### config.mk
export PLATFORM = sky130hd
export DESIGN_NAME = vga_timing_gen
export DESIGN_NICKNAME = d
export VERILOG_FILES = /design/src/rtl/vga_timing_pkg.sv /design/src/rtl/pix_tick_div.sv /design/src/rtl/vga_timing_gen.sv
export SDC_FILE = /design/constraint.sdc
export NUM_CORES = 1
export LEC_CHECK = 0
export ABC_AREA = 1
export BUFFER_PORTS_ARGS = -buffer_cell sky130_fd_sc_hd__buf_2
export CAP_MARGIN = 20
export CELL_PAD_IN_SITES_DETAIL_PLACEMENT = 1
export CELL_PAD_IN_SITES_GLOBAL_PLACEMENT = 2
export CORE_MARGIN = 4
export CORE_UTILIZATION = 33
export DETAILED_ROUTE_END_ITERATION = 7
export PLACE_DENSITY_LB_ADDON = 0.1
export SLEW_MARGIN = 20
export SYNTH_ARGS = -nofsm -noshare
export SYNTH_HDL_FRONTEND = slang
export SYNTH_SLANG_ARGS = --single-unit
### constraint.sdc
create_clock -name clk -period 2.25 [get_ports clk]
set_input_delay 0.5625 -clock clk [delete_from_list [all_inputs] [get_ports clk]]
set_output_delay 0.5625 -clock clk [all_outputs]
set_load 0.1 [all_outputs]
### src/rtl/vga_timing_pkg.sv
// Shared constants and types for the VGA raster timing generator.
// Defaults describe 640x480 at 60 Hz (800 x 525 pixel periods).
package vga_timing_pkg;

  localparam int DEF_H_ACTIVE = 640;
  localparam int DEF_H_FP     = 16;
  localparam int DEF_H_SYNC   = 96;
  localparam int DEF_H_BP     = 48;
  localparam int DEF_V_ACTIVE = 480;
  localparam int DEF_V_FP     = 10;
  localparam int DEF_V_SYNC   = 2;
  localparam int DEF_V_BP     = 33;

  // Largest total that still fits the 10-bit coordinate type.
  localparam int MAX_TOTAL = 1024;

  function automatic int timing_total(input int active, input int fp,
                                      input int sync, input int bp);
    return active + fp + sync + bp;
  endfunction

  localparam int DEF_H_TOTAL = timing_total(DEF_H_ACTIVE, DEF_H_FP, DEF_H_SYNC, DEF_H_BP);
  localparam int DEF_V_TOTAL = timing_total(DEF_V_ACTIVE, DEF_V_FP, DEF_V_SYNC, DEF_V_BP);

  typedef logic [9:0] coord_t;

endpackage

### src/rtl/pix_tick_div.sv
// Divide-by-4 pixel strobe, used by vga_timing_gen only when
// VGA_TIMING_INTERNAL_DIV_EN is defined. tick is high while the count is 3.
module pix_tick_div (
  input  logic clk,
  input  logic reset,
  output logic tick
);

  logic [1:0] cnt;

  always_ff @(posedge clk or negedge reset) begin
    if (!reset) cnt <= 2'd0;
    else        cnt <= cnt + 2'd1;
  end

  assign tick = (cnt == 2'd3);

endmodule

### src/rtl/vga_timing_gen.sv
// VGA raster timing generator: sync, active-video, coordinates and line/frame
// markers. Define VGA_TIMING_INTERNAL_DIV_EN to use an internal /4 strobe.
module vga_timing_gen
  import vga_timing_pkg::*;
#(
  parameter int H_ACTIVE = DEF_H_ACTIVE,
  parameter int H_FP     = DEF_H_FP,
  parameter int H_SYNC   = DEF_H_SYNC,
  parameter int H_BP     = DEF_H_BP,
  parameter int V_ACTIVE = DEF_V_ACTIVE,
  parameter int V_FP     = DEF_V_FP,
  parameter int V_SYNC   = DEF_V_SYNC,
  parameter int V_BP     = DEF_V_BP,
  parameter bit SYNC_POL = 1'b0
) (
  input  logic       clk,
  input  logic       reset,
  input  logic       pix_en,
  output logic       hsync,
  output logic       vsync,
  output logic       video_on,
  output logic [9:0] x,
  output logic [9:0] y,
  output logic       line_start,
  output logic       frame_start
);

  localparam int H_TOTAL = timing_total(H_ACTIVE, H_FP, H_SYNC, H_BP);
  localparam int V_TOTAL = timing_total(V_ACTIVE, V_FP, V_SYNC, V_BP);

  if (H_TOTAL > MAX_TOTAL || V_TOTAL > MAX_TOTAL) begin : g_total_check
    $error("vga_timing_gen: H_TOTAL and V_TOTAL must not exceed 1024");
  end

  localparam coord_t      H_LAST = coord_t'(H_TOTAL - 1);
  localparam coord_t      V_LAST = coord_t'(V_TOTAL - 1);
  localparam logic [10:0] H_VIS  = 11'(H_ACTIVE);
  localparam logic [10:0] HS_BEG = 11'(H_ACTIVE + H_FP);
  localparam logic [10:0] HS_END = 11'(H_ACTIVE + H_FP + H_SYNC);
  localparam logic [10:0] V_VIS  = 11'(V_ACTIVE);
  localparam logic [10:0] VS_BEG = 11'(V_ACTIVE + V_FP);
  localparam logic [10:0] VS_END = 11'(V_ACTIVE + V_FP + V_SYNC);

  logic tick;

`ifdef VGA_TIMING_INTERNAL_DIV_EN
  logic unused_pix_en;
  assign unused_pix_en = pix_en;

  pix_tick_div u_div (
    .clk   (clk),
    .reset (reset),
    .tick  (tick)
  );
`else
  assign tick = pix_en;
`endif

  coord_t      h_cnt, v_cnt, h_next, v_next;
  logic        h_wrap, v_wrap, hs_on, vs_on, vid_on;
  logic [10:0] h_next_w, v_next_w;

  // Syncs and video_on decode the next-state counts so they land with x/y.
  always_comb begin
    // NOTE: every variable gets a value on every path; a missed branch would infer a latch.
    h_wrap = (h_cnt == H_LAST);
    v_wrap = h_wrap && (v_cnt == V_LAST);
    h_next = h_wrap ? coord_t'(0) : h_cnt + coord_t'(1);
    v_next = v_cnt;
    if (h_wrap) v_next = v_wrap ? coord_t'(0) : v_cnt + coord_t'(1);

    h_next_w = {1'b0, h_next};
    v_next_w = {1'b0, v_next};
    hs_on    = (h_next_w >= HS_BEG) && (h_next_w < HS_END);
    vs_on    = (v_next_w >= VS_BEG) && (v_next_w < VS_END);
    vid_on   = (h_next_w < H_VIS) && (v_next_w < V_VIS);
  end

  always_ff @(posedge clk or negedge reset) begin
    if (!reset) begin
      h_cnt       <= '0;
      v_cnt       <= '0;
      hsync       <= ~SYNC_POL;
      vsync       <= ~SYNC_POL;
      video_on    <= 1'b0;
      line_start  <= 1'b0;
      frame_start <= 1'b0;
    end else begin
      // NOTE: non-blocking so every flop samples the pre-edge state together.
      line_start  <= 1'b0;
      frame_start <= 1'b0;
      if (tick) begin
        h_cnt       <= h_next;
        v_cnt       <= v_next;
        hsync       <= hs_on ? SYNC_POL : ~SYNC_POL;
        vsync       <= vs_on ? SYNC_POL : ~SYNC_POL;
        video_on    <= vid_on;
        line_start  <= h_wrap;
        frame_start <= v_wrap;
      end
    end
  end

  assign x = h_cnt;
  assign y = v_cnt;

endmodule

# Yosys cells after proc, flatten, opt, wreduce, memory -nomap -nowiden
# Index checks and enable logic that the tools add are counted.
[word_totals]
output_inout_bits = 25
word_cells = 28
mem_bits_ro = 0
regBits = 25
ramBits = 0
input_bits = 3
latch_bits = 0
n_memories = 0
[op_classes]
addsub = 2
eq_ne = 2
mul = 0
n_reduce_logical = 4
div_mod_pow = 0
bitwise_logic = 0
n_shift = 0
order_cmp = 6
muxes = 7
[ops]
columns = ["op", "count"]
rows = [
  ["10-bit two-way mux", 3],
  ["10-bit by 1-bit adder with 10-bit output, second input constant", 2],
  ["10-bit == test, second input constant", 2],
  ["10-bit < comparator, second input constant", 2],
  ["10-bit by 9-bit < comparator with 1-bit output, second input constant", 2],
  ["10-bit greater-or-equal comparator, second input constant", 1],
  ["10-bit by 9-bit greater-or-equal comparator with 1-bit output, second input constant", 1],
  ["1-bit logical AND", 4],
  ["1-bit two-way mux", 4],
]

# Logic depth before layout (Yosys ltp)
# Gate-level depths: netlist of run 1.
[depth]
depth_word = 7
ltp_mapped = 11
ltp_nobuf = 11

# Worst setup path before layout of run 1
# Ideal clock, no wire load.
[synth_path]
path_kind = "reg-to-reg"
startpoint = "register h_cnt[1], in the netlist x[1]"
endpoint = "register video_on"
stages_incl_launch_ff = 10
period_less_slack_ps = 2349
setup_slack_ps = -99
required_ps = 2125
setup_time_ps = 125
t_arrival_ps = 2224
path_buffers = 1
path_cell_list = "dfrtp_1 -> ha_1 -> nand4_2 -> nor2_4 -> buf_6 -> nand4_2 -> nand2_1 -> nand3_1 -> nor2_2 -> o21ai_1"
[synth_between]
elab_chain_cells = 6
elab_cells_between_ends = 9
classes_between = "1 x add/sub; 2 x order compare; 1 x eq/ne; 3 x mux; 2 x reduce/logical"
[synth_lines]
columns = ["element", "line_no", "rtl"]
rows = [
  ["start: declaration", "vga_timing_gen.sv:59", "coord_t h_cnt, v_cnt, h_next, v_next;"],
  ["start signal: assignment", "vga_timing_gen.sv:93", "h_cnt <= h_next;"],
  ["branches (longest 5 deep; another with 10-bit by 1-bit adder with 10-bit output)", "--", ""],
  ["1-bit logical AND (*)", "vga_timing_gen.sv:76", "vid_on = (h_next_w < H_VIS) && (v_next_w < V_VIS);"],
  ["end signal: assignment", "vga_timing_gen.sv:97", "video_on <= vid_on;"],
  ["end: declaration", "vga_timing_gen.sv:21", "output logic video_on,"],
]
# Mark *: on every way between the ends.
# A chain may end at the register's enable or synchronous reset.

# Worst setup path after layout of run 1
[layout_path]
startpoint = "register h_cnt[1], in the netlist x[1]"
endpoint = "register vsync"
[layout_between]
elab_chain_cells = 7
elab_cells_between_ends = 8
classes_between = "2 x order compare; 1 x eq/ne; 3 x mux; 2 x reduce/logical"
[layout_lines]
columns = ["element", "line_no", "rtl"]
rows = [
  ["10-bit == test (*)", "vga_timing_gen.sv:66", "h_wrap = (h_cnt == H_LAST);"],
  ["1-bit logical AND", "vga_timing_gen.sv:67", "v_wrap = h_wrap && (v_cnt == V_LAST);"],
  ["10-bit two-way mux", "vga_timing_gen.sv:70", "if (h_wrap) v_next = v_wrap ? coord_t'(0) : v_cnt + coord_t'(1);"],
  ["10-bit two-way mux (*)", "vga_timing_gen.sv:70", ""],
  ["10-bit by 9-bit greater-or-equal comparator with 1-bit output / 10-bit by 9-bit < comparator with 1-bit output (equally long branches)", "vga_timing_gen.sv:75", "vs_on = (v_next_w >= VS_BEG) && (v_next_w < VS_END);"],
  ["1-bit logical AND (*)", "vga_timing_gen.sv:75", ""],
  ["1-bit two-way mux (*)", "vga_timing_gen.sv:96", "vsync <= vs_on ? SYNC_POL : ~SYNC_POL;"],
  ["end signal: assignment", "vga_timing_gen.sv:84", "vsync <= ~SYNC_POL;"],
  ["end signal: assignment", "vga_timing_gen.sv:96", ""],
  ["end: declaration", "vga_timing_gen.sv:20", "output logic vsync,"],
]
# Mark *: on every way between the ends. The rest lies on a longest branch, timed or not.

==> results by group, run 1 <==
Worst setup path
  – Worst setup path start: x[1]
  – Reg-to-reg startpoint: x[1]
  – End of the critical path: vsync
  – Critical path fanouts, max: 13
  – R2r setup slk: 320 ps
  – WP data arrival: around 2100 ps
  – Critical Path Source Type: flop
  – Worst reg2reg path depth: 10
  – Setup crit end kind: flop
  – Worst EP required: between 2000 and 2500 ps
  – Critical path start-end classification: flop to flop
  – R2R Path End: vsync

Drt
  – Drt pass-1 iters: 4
  – DRC viols: 0
  – Wire length per cell: 14.6 µm
  – First DRT Iteration DRCs: 53
  – WL final: around 4.3 mm
  – Post-DRT Antenna Nets: 0
  – Via count: 1505
  – Detail-routed via count per cell: 5.10

Synth
  – Avg Synthesized Cell Area: ~7.2 µm²
  – Asr flop ratio synth: 1.00
  – Top post-synthesis cells by area: dfrtp_1, nand2_1, nand3_1
  – Synth Flop Type: dfrtp_1
  – Yosys warning total: 0
  – Synth area leader: dfrtp_1
  – Post-synthesis net count: 222
  – Synth Instances: 215
  – Post-synth EDFFs: 0
  – Yosys reg bits: 25
  – Mapped cell area: roughly 1500 µm²
  – Post-synth top area share: 0.372
  – Seq/Total Area, Yosys: 0.406
  – Post-synth cell types: 27

Pwr
  – Max VDD drop: 961 µV
  – Clock share of power: 0.140
  – Combinational power share: 0.528
  – Switching share of power: 0.585
  – Static Leak: 0.881 nW
  – Sw Pwr: 1.18 mW
  – Internal power: 0.839 mW
  – Seq pwr share: 0.332
  – PD cells: 1130 nW/µm²
  – Overall power: 2.02 mW

Run status
  – Status: finished clean

Place
  – DP HPWL: 3.33 mm
  – Cells after DPL: 291
  – Setup WS pre-CTS: roughly 360 ps
  – Port bufs: 27
  – GP Congestion: 0.754

STA
  – Worst slew pin tran: 595 ps
  – Max-slew violation count: 0
  – Fin worst setup slack: 325 ps
  – Crit path time final: 1930 ps
  – RSZ-0062 raised after global routing: false
  – Final Setup Violations: 0
  – Fin crit share: 0.856
  – Hold Fails Final Rpt: 0
  – Final setup TNS: 0 ps
  – Worst Skew: between 7 and 8 ps
  – Max Freq: between 500 and 600 MHz
  – Rel. slew slack: 0.603
  – Fin Hold WS: 280 ps

Finish
  – Final Non-Filler Cells: 295
  – Area growth syn-to-layout: 15.3%
  – Nets: around 250
  – Ant. Diodes: 0
  – Ratio of cells with drive above 1 in the final layout: 0.206

GRT
  – Global-route wire length before repair: 7.45 mm
  – Global router's overall resource usage: 0.155
  – Initial antenna violation count: 0
  – Vias in the first global route: around 1600
  – Largest net degree at the start of global routing: 26
  – Total grt overflow: 0

Die
  – Rows: 24
  – Die Area: 5850 µm²
  – CORE AREA: 4440 µm²
  – Vert. Die Dim: 76.5 µm
  – Starting Density: 0.348
  – DIE WIDTH: 76.5 µm
  – I/O pins: 28

CTS
  – CTS tree: built
  – Sink Count: 25
  – Post-CTS setup buffer count: 0
  – H-tree depth: 1
  – Skew-Pair Late Insertion Delay: 280 ps
  – Root buf cell: clkbuf_8
  – Post-cts sizing count: 0
  – Post-CTS Hold Fix Bufs: 0
  – Clock Path Buffers: 2
  – Clk slew on worst S/H paths: 100 ps
  – CTS Buf Count: 3

Worst hold path
  – Worst Hold Class: input port to async pin

Flow run
  – Max-cap viol count: 0
## synth_stat cells (2+ instances only)
| master | count |
|---|---|
| nand2_1 | 60 |
| nand3_1 | 33 |
| inv_1 | 25 |
| dfrtp_1 | 23 |
| o21ai_0 | 19 |
| nor2_1 | 18 |
| ha_1 | 4 |
| nor2_2 | 4 |
| a21oi_1 | 3 |
| clkbuf_1 | 3 |
| dfstp_2 | 2 |
| nand4_1 | 2 |
| nand4_2 | 2 |
| nor2_4 | 2 |
| o21ai_1 | 2 |
| xnor2_1 | 2 |
## stage by stage
stage                     instance area (µm²)  utilization
after global routing                     1780        0.401
after detailed placement                 1740        0.391
after floorplan                          1550            -
after global placement                   1740        0.391
after CTS                                1780        0.401
final                                    1780        0.401
## layout by cell type, fill, tap and decap left out, types with 2 or more instances in the layout
cell type / count
a21oi_1: 3
buf_2: 27
buf_4: 2
clkbuf_8: 3
clkinv_2: 2
dfrtp_1: 21
dfrtp_2: 2
dfstp_2: 2
ha_1: 4
inv_1: 25
nand2_1: 60
nand3_1: 33
nand4_1: 2
nand4_2: 2
nor2_1: 18
nor2_2: 4
nor2_4: 2
o21ai_0: 19
o21ai_1: 2
xnor2_1: 2
## power by group through the flow
| stage | Sequential [mW] | Combinational, mW | Clock [mW] |
|---|---|---|---|
| floorplan | 1.29 | 0.258 | 0 |
| global placement | 0.675 | 1.07 | 0 |
| detailed placement | 0.682 | 1.07 | 0 |
| CTS | 0.673 | 1.08 | 0.294 |
| global route | 0.696 | 1.13 | 0.311 |
| finish | 0.670 | 1.07 | 0.283 |
## per-layer routing
metal  wire length [µm]  GRT usage  share of wire
met1               2140      0.210           0.50
met5                  0          0              0
met4                 40     0.0380         0.0093
met3                123     0.0236          0.029
met2               2000      0.256           0.46
## state kept, by name, summed over array words and instances (netlist names)
name / count
x: 10
y: 10
frame_start: 1
hsync: 1
line_start: 1
video_on: 1
vsync: 1
## logic make-up (layout without fill, tap and decap cells)
logic type / Yosys count / after routing / share of synthesized area
AOI/OAI and AO/OA: 27 / 27 / 0.0939
xor gates and xnor gates: 3 / 3 / 0.0170
adders and majority gates: 4 / 4 / 0.0324
buffers and inverters: 32 / 60 / 0.0841
DFF: 25 / 25 / 0.406
and+or+nand+nor: 124 / 124 / 0.367
## how the worst min path moves through the flow
stage               startpoint          end  slack [ps]  depth (start not counted)
floorplan                reset  frame_start         270                          0
global placement      video_on     video_on         480                          2
detailed placement       vsync        vsync         490                          2
CTS                      reset     video_on         300                          1
global route             reset     video_on         310                          1
finish                   reset     video_on         280                          1
## worst max-delay path, cell delays in order (launching register included)
cell and delay (ps):
dfrtp_2 410, ha_1 210, nand4_2 170, nor2_4 340
nand2_1 140, nand2_1 100, nand2_1 50, nor2_1 130
nand2_1 80, nor2_1 140, a21oi_1 80
## cell type report
type / instances / area [µm²]
Clock buffer: 3 / 41.3
Inverter: 27 / 103
Fill cell: 570 / 2660
Timing Repair Buffer: 29 / 150
Sequential cell: 25 / 631
Clock inverter: 1 / 5.00
Multi-Input combinational cell: 158 / 788
Tap cell: 52 / 65.1
(Power assumes the default switching activity.)
==> run 2, diff against run 1 <==
GPL_ROUTABILITY_DRIVEN = 0   (was unset)
REMOVE_ABC_BUFFERS = 1   (was unset)
==> results by group, run 2 (synthesis gave the netlist of run 1 again) <==
Run status
  – Status: finished clean

Worst setup path
  – Critical path fanouts, max: 13 (unchanged)
  – R2R Path End: vsync
  – Worst setup path start: x[1]
  – Reg-to-reg startpoint: x[1]
  – Delay-heaviest family, CP: simple AND/OR/NAND/NOR gates
  – CP max-delay cell: dfrtp_1
  – Slowest stage delay, CP: 420 ps (about the same)
  – Critical Path Most Common Cell: nand2_1
  – WP data arrival: 2100 ps (-40 ps)
  – Critical path start-end classification: flop to flop
  – Setup crit end kind: flop
  – Cell Chain, Critical Path: ha_1 > nand4_2 > nor2_4 > nand2_1 > nand2_1 > nand2_1 > nor2_1 > nand2_1 > nor2_1 > a21oi_1
  – Worst reg2reg path depth: 10 (unchanged)
  – R2r setup slk: 360 ps (+30 ps)
  – End of the critical path: vsync
  – Critical Path Source Type: flop
  – WP buf/inv: 0 (unchanged)
  – Worst EP required: 2460 ps (about the same)
  – Critical Path Stages: 10 (unchanged)

Drt
  – Post-DRT Antenna Nets: 0 (unchanged)
  – Via count: 1486 (-1.3%)
  – Wire length per cell: 14.9 µm (+2.3%)
  – WL final: 4.40 mm (+2.3%)
  – First DRT Iteration DRCs: 36 (-32%)
  – DRC viols: 0 (unchanged)
  – Detail-routed via count per cell: 5.04 (-1.3%)
  – Drt pass-1 iters: 4 (unchanged)

Die
  – Vert. Die Dim: 76.5 µm (unchanged)
  – Rows: 24 (unchanged)
  – I/O pins: 28 (unchanged)
  – Die Area: 5850 µm² (unchanged)
  – Starting Density: 0.348 (unchanged)
  – DIE WIDTH: 76.5 µm (unchanged)
  – CORE AREA: 4440 µm² (unchanged)

CTS
  – CTS Buf Count: 3 (unchanged)
  – Clock Path Buffers: 2 (unchanged)
  – Post-CTS setup buffer count: 0 (unchanged)
  – Post-cts sizing count: 0 (unchanged)
  – Skew-Pair Late Insertion Delay: 270 ps (about the same)
  – CTS tree: built
  – Clk slew on worst S/H paths: 100 ps (about the same)
  – Root buf cell: clkbuf_8
  – Sink Count: 25 (unchanged)
  – H-tree depth: 1 (unchanged)
  – Post-CTS Hold Fix Bufs: 0 (unchanged)

GRT
  – Global router's overall resource usage: 0.163 (+0.00853)
  – Total grt overflow: 0 (unchanged)
  – Largest net degree at the start of global routing: 26 (unchanged)
  – Vias in the first global route: 1590 (+1.9%)
  – Initial antenna violation count: 0 (unchanged)
  – Global-route wire length before repair: 7.82 mm (+5.1%)

Place
  – DP Area: 1730 µm² (-0.14%)
  – Cells after DPL: 291 (unchanged)
  – Port bufs: 27 (unchanged)
  – DP HPWL: 3.42 mm (+3.0%)
  – Setup WS pre-CTS: 384 ps (+25.8 ps)

Pwr
  – PD cells: 1130 nW/µm² (about the same)
  – Max VDD drop: 716 µV (-25%)
  – Static Leak: 0.884 nW (+0.25%)

STA
  – Worst slew pin tran: 604 ps (+8.65 ps)
  – Fin worst setup slack: 358 ps (+32.9 ps)
  – Worst Skew: 2.92 ps (-4.93 ps)
  – Max-slew violation count: 0 (unchanged)
  – RSZ-0062 raised after global routing: false
  – Fin Hold WS: 283 ps (+3.93 ps)
  – Hold Fails Final Rpt: 0 (unchanged)
  – Rel. slew slack: 0.597 (-0.00576)
  – Max Freq: 528 MHz (+1.7%)
  – Final Setup Violations: 0 (unchanged)
  – Crit path time final: 1890 ps (-32.9 ps)
  – Fin crit share: 0.841 (-0.0146)

Finish
  – Commonest non-fill, non-tap cell in the layout: nand2_1
  – Nets: 251 (unchanged)
  – Ant. Diodes: 0 (unchanged)
  – Area growth syn-to-layout: 15.1%
  – Final Non-Filler Cells: 295 (unchanged)
  – Design Area, Final: 1780 µm² (-0.14%)
  – Ratio of cells with drive above 1 in the final layout: 0.198 (-0.00823)
  – Most frequent cells in the layout: nand2_1, nand3_1, buf_2, inv_1, dfrtp_1

Worst hold path
  – Worst Hold Class: input port to async pin

Flow run
  – Max-cap viol count: 0 (unchanged)
==> run 2: worst min-delay path by stage <==
stage	slack, ps	cells after the start	end
6_report	280	1	x[7]
5_1_grt	330	1	x[7]
4_1_cts	300	1	x[7]
3_5_place_dp	490	2	vsync
3_3_place_gp	470	2	video_on
2_1_floorplan	270	0	frame_start
==> run 2: worst reg2reg max path: stages (launching register included) <==
cell,delay (ps)
dfrtp_1,420
ha_1,220
nand4_2,170
nor2_4,350
nand2_1,120
nand2_1,80
nand2_1,40
nor2_1,130
nand2_1,80
nor2_1,130
a21oi_1,80
==> run 2: layout make-up <==
| type | count | area, µm² |
|---|---|---|
| Sequential cell | 25 | 628 |
| Fill cell | 563 | 2660 |
| Multi-Input combinational cell | 158 | 788 |
| Clock buffer | 3 | 41.3 |
| Clock inverter | 1 | 5.00 |
| Timing Repair Buffer | 29 | 150 |
| Inverter | 27 | 103 |
| Tap cell | 52 | 65.1 |
==> run 2: through the flow <==
| step | utilization | total power, mW | TNS [ps] |
|---|---|---|---|
| 2_1_floorplan | - | 1.54 | -224 |
| 3_3_place_gp | 0.390 | 1.74 | 0 |
| 3_5_place_dp | 0.390 | 1.76 | 0 |
| 4_1_cts | 0.401 | 2.04 | 0 |
| 5_1_grt | 0.401 | 2.14 | 0 |
| 6_report | 0.401 | 2.02 | 0 |
==> run 2: where the power goes <==
| part | leakage (nW) | total [mW] | switching (mW) | internal, mW |
|---|---|---|---|---|
| logic | 0.542 | 1.07 | 0.894 | 0.176 |
| clock network | 0.0255 | 0.280 | 0.156 | 0.124 |
| registers | 0.316 | 0.668 | 0.132 | 0.536 |
| total | 0.884 | 2.02 | 1.18 | 0.837 |
==> run 2: metal layers <==
layer | wire (µm) | share of wire | GRT usage
met1 | 2200 | 0.50 | 0.225
met4 | 34 | 0.0077 | 0.0453
met5 | 0 | 0 | 0
met3 | 119 | 0.027 | 0.0260
met2 | 2050 | 0.46 | 0.263
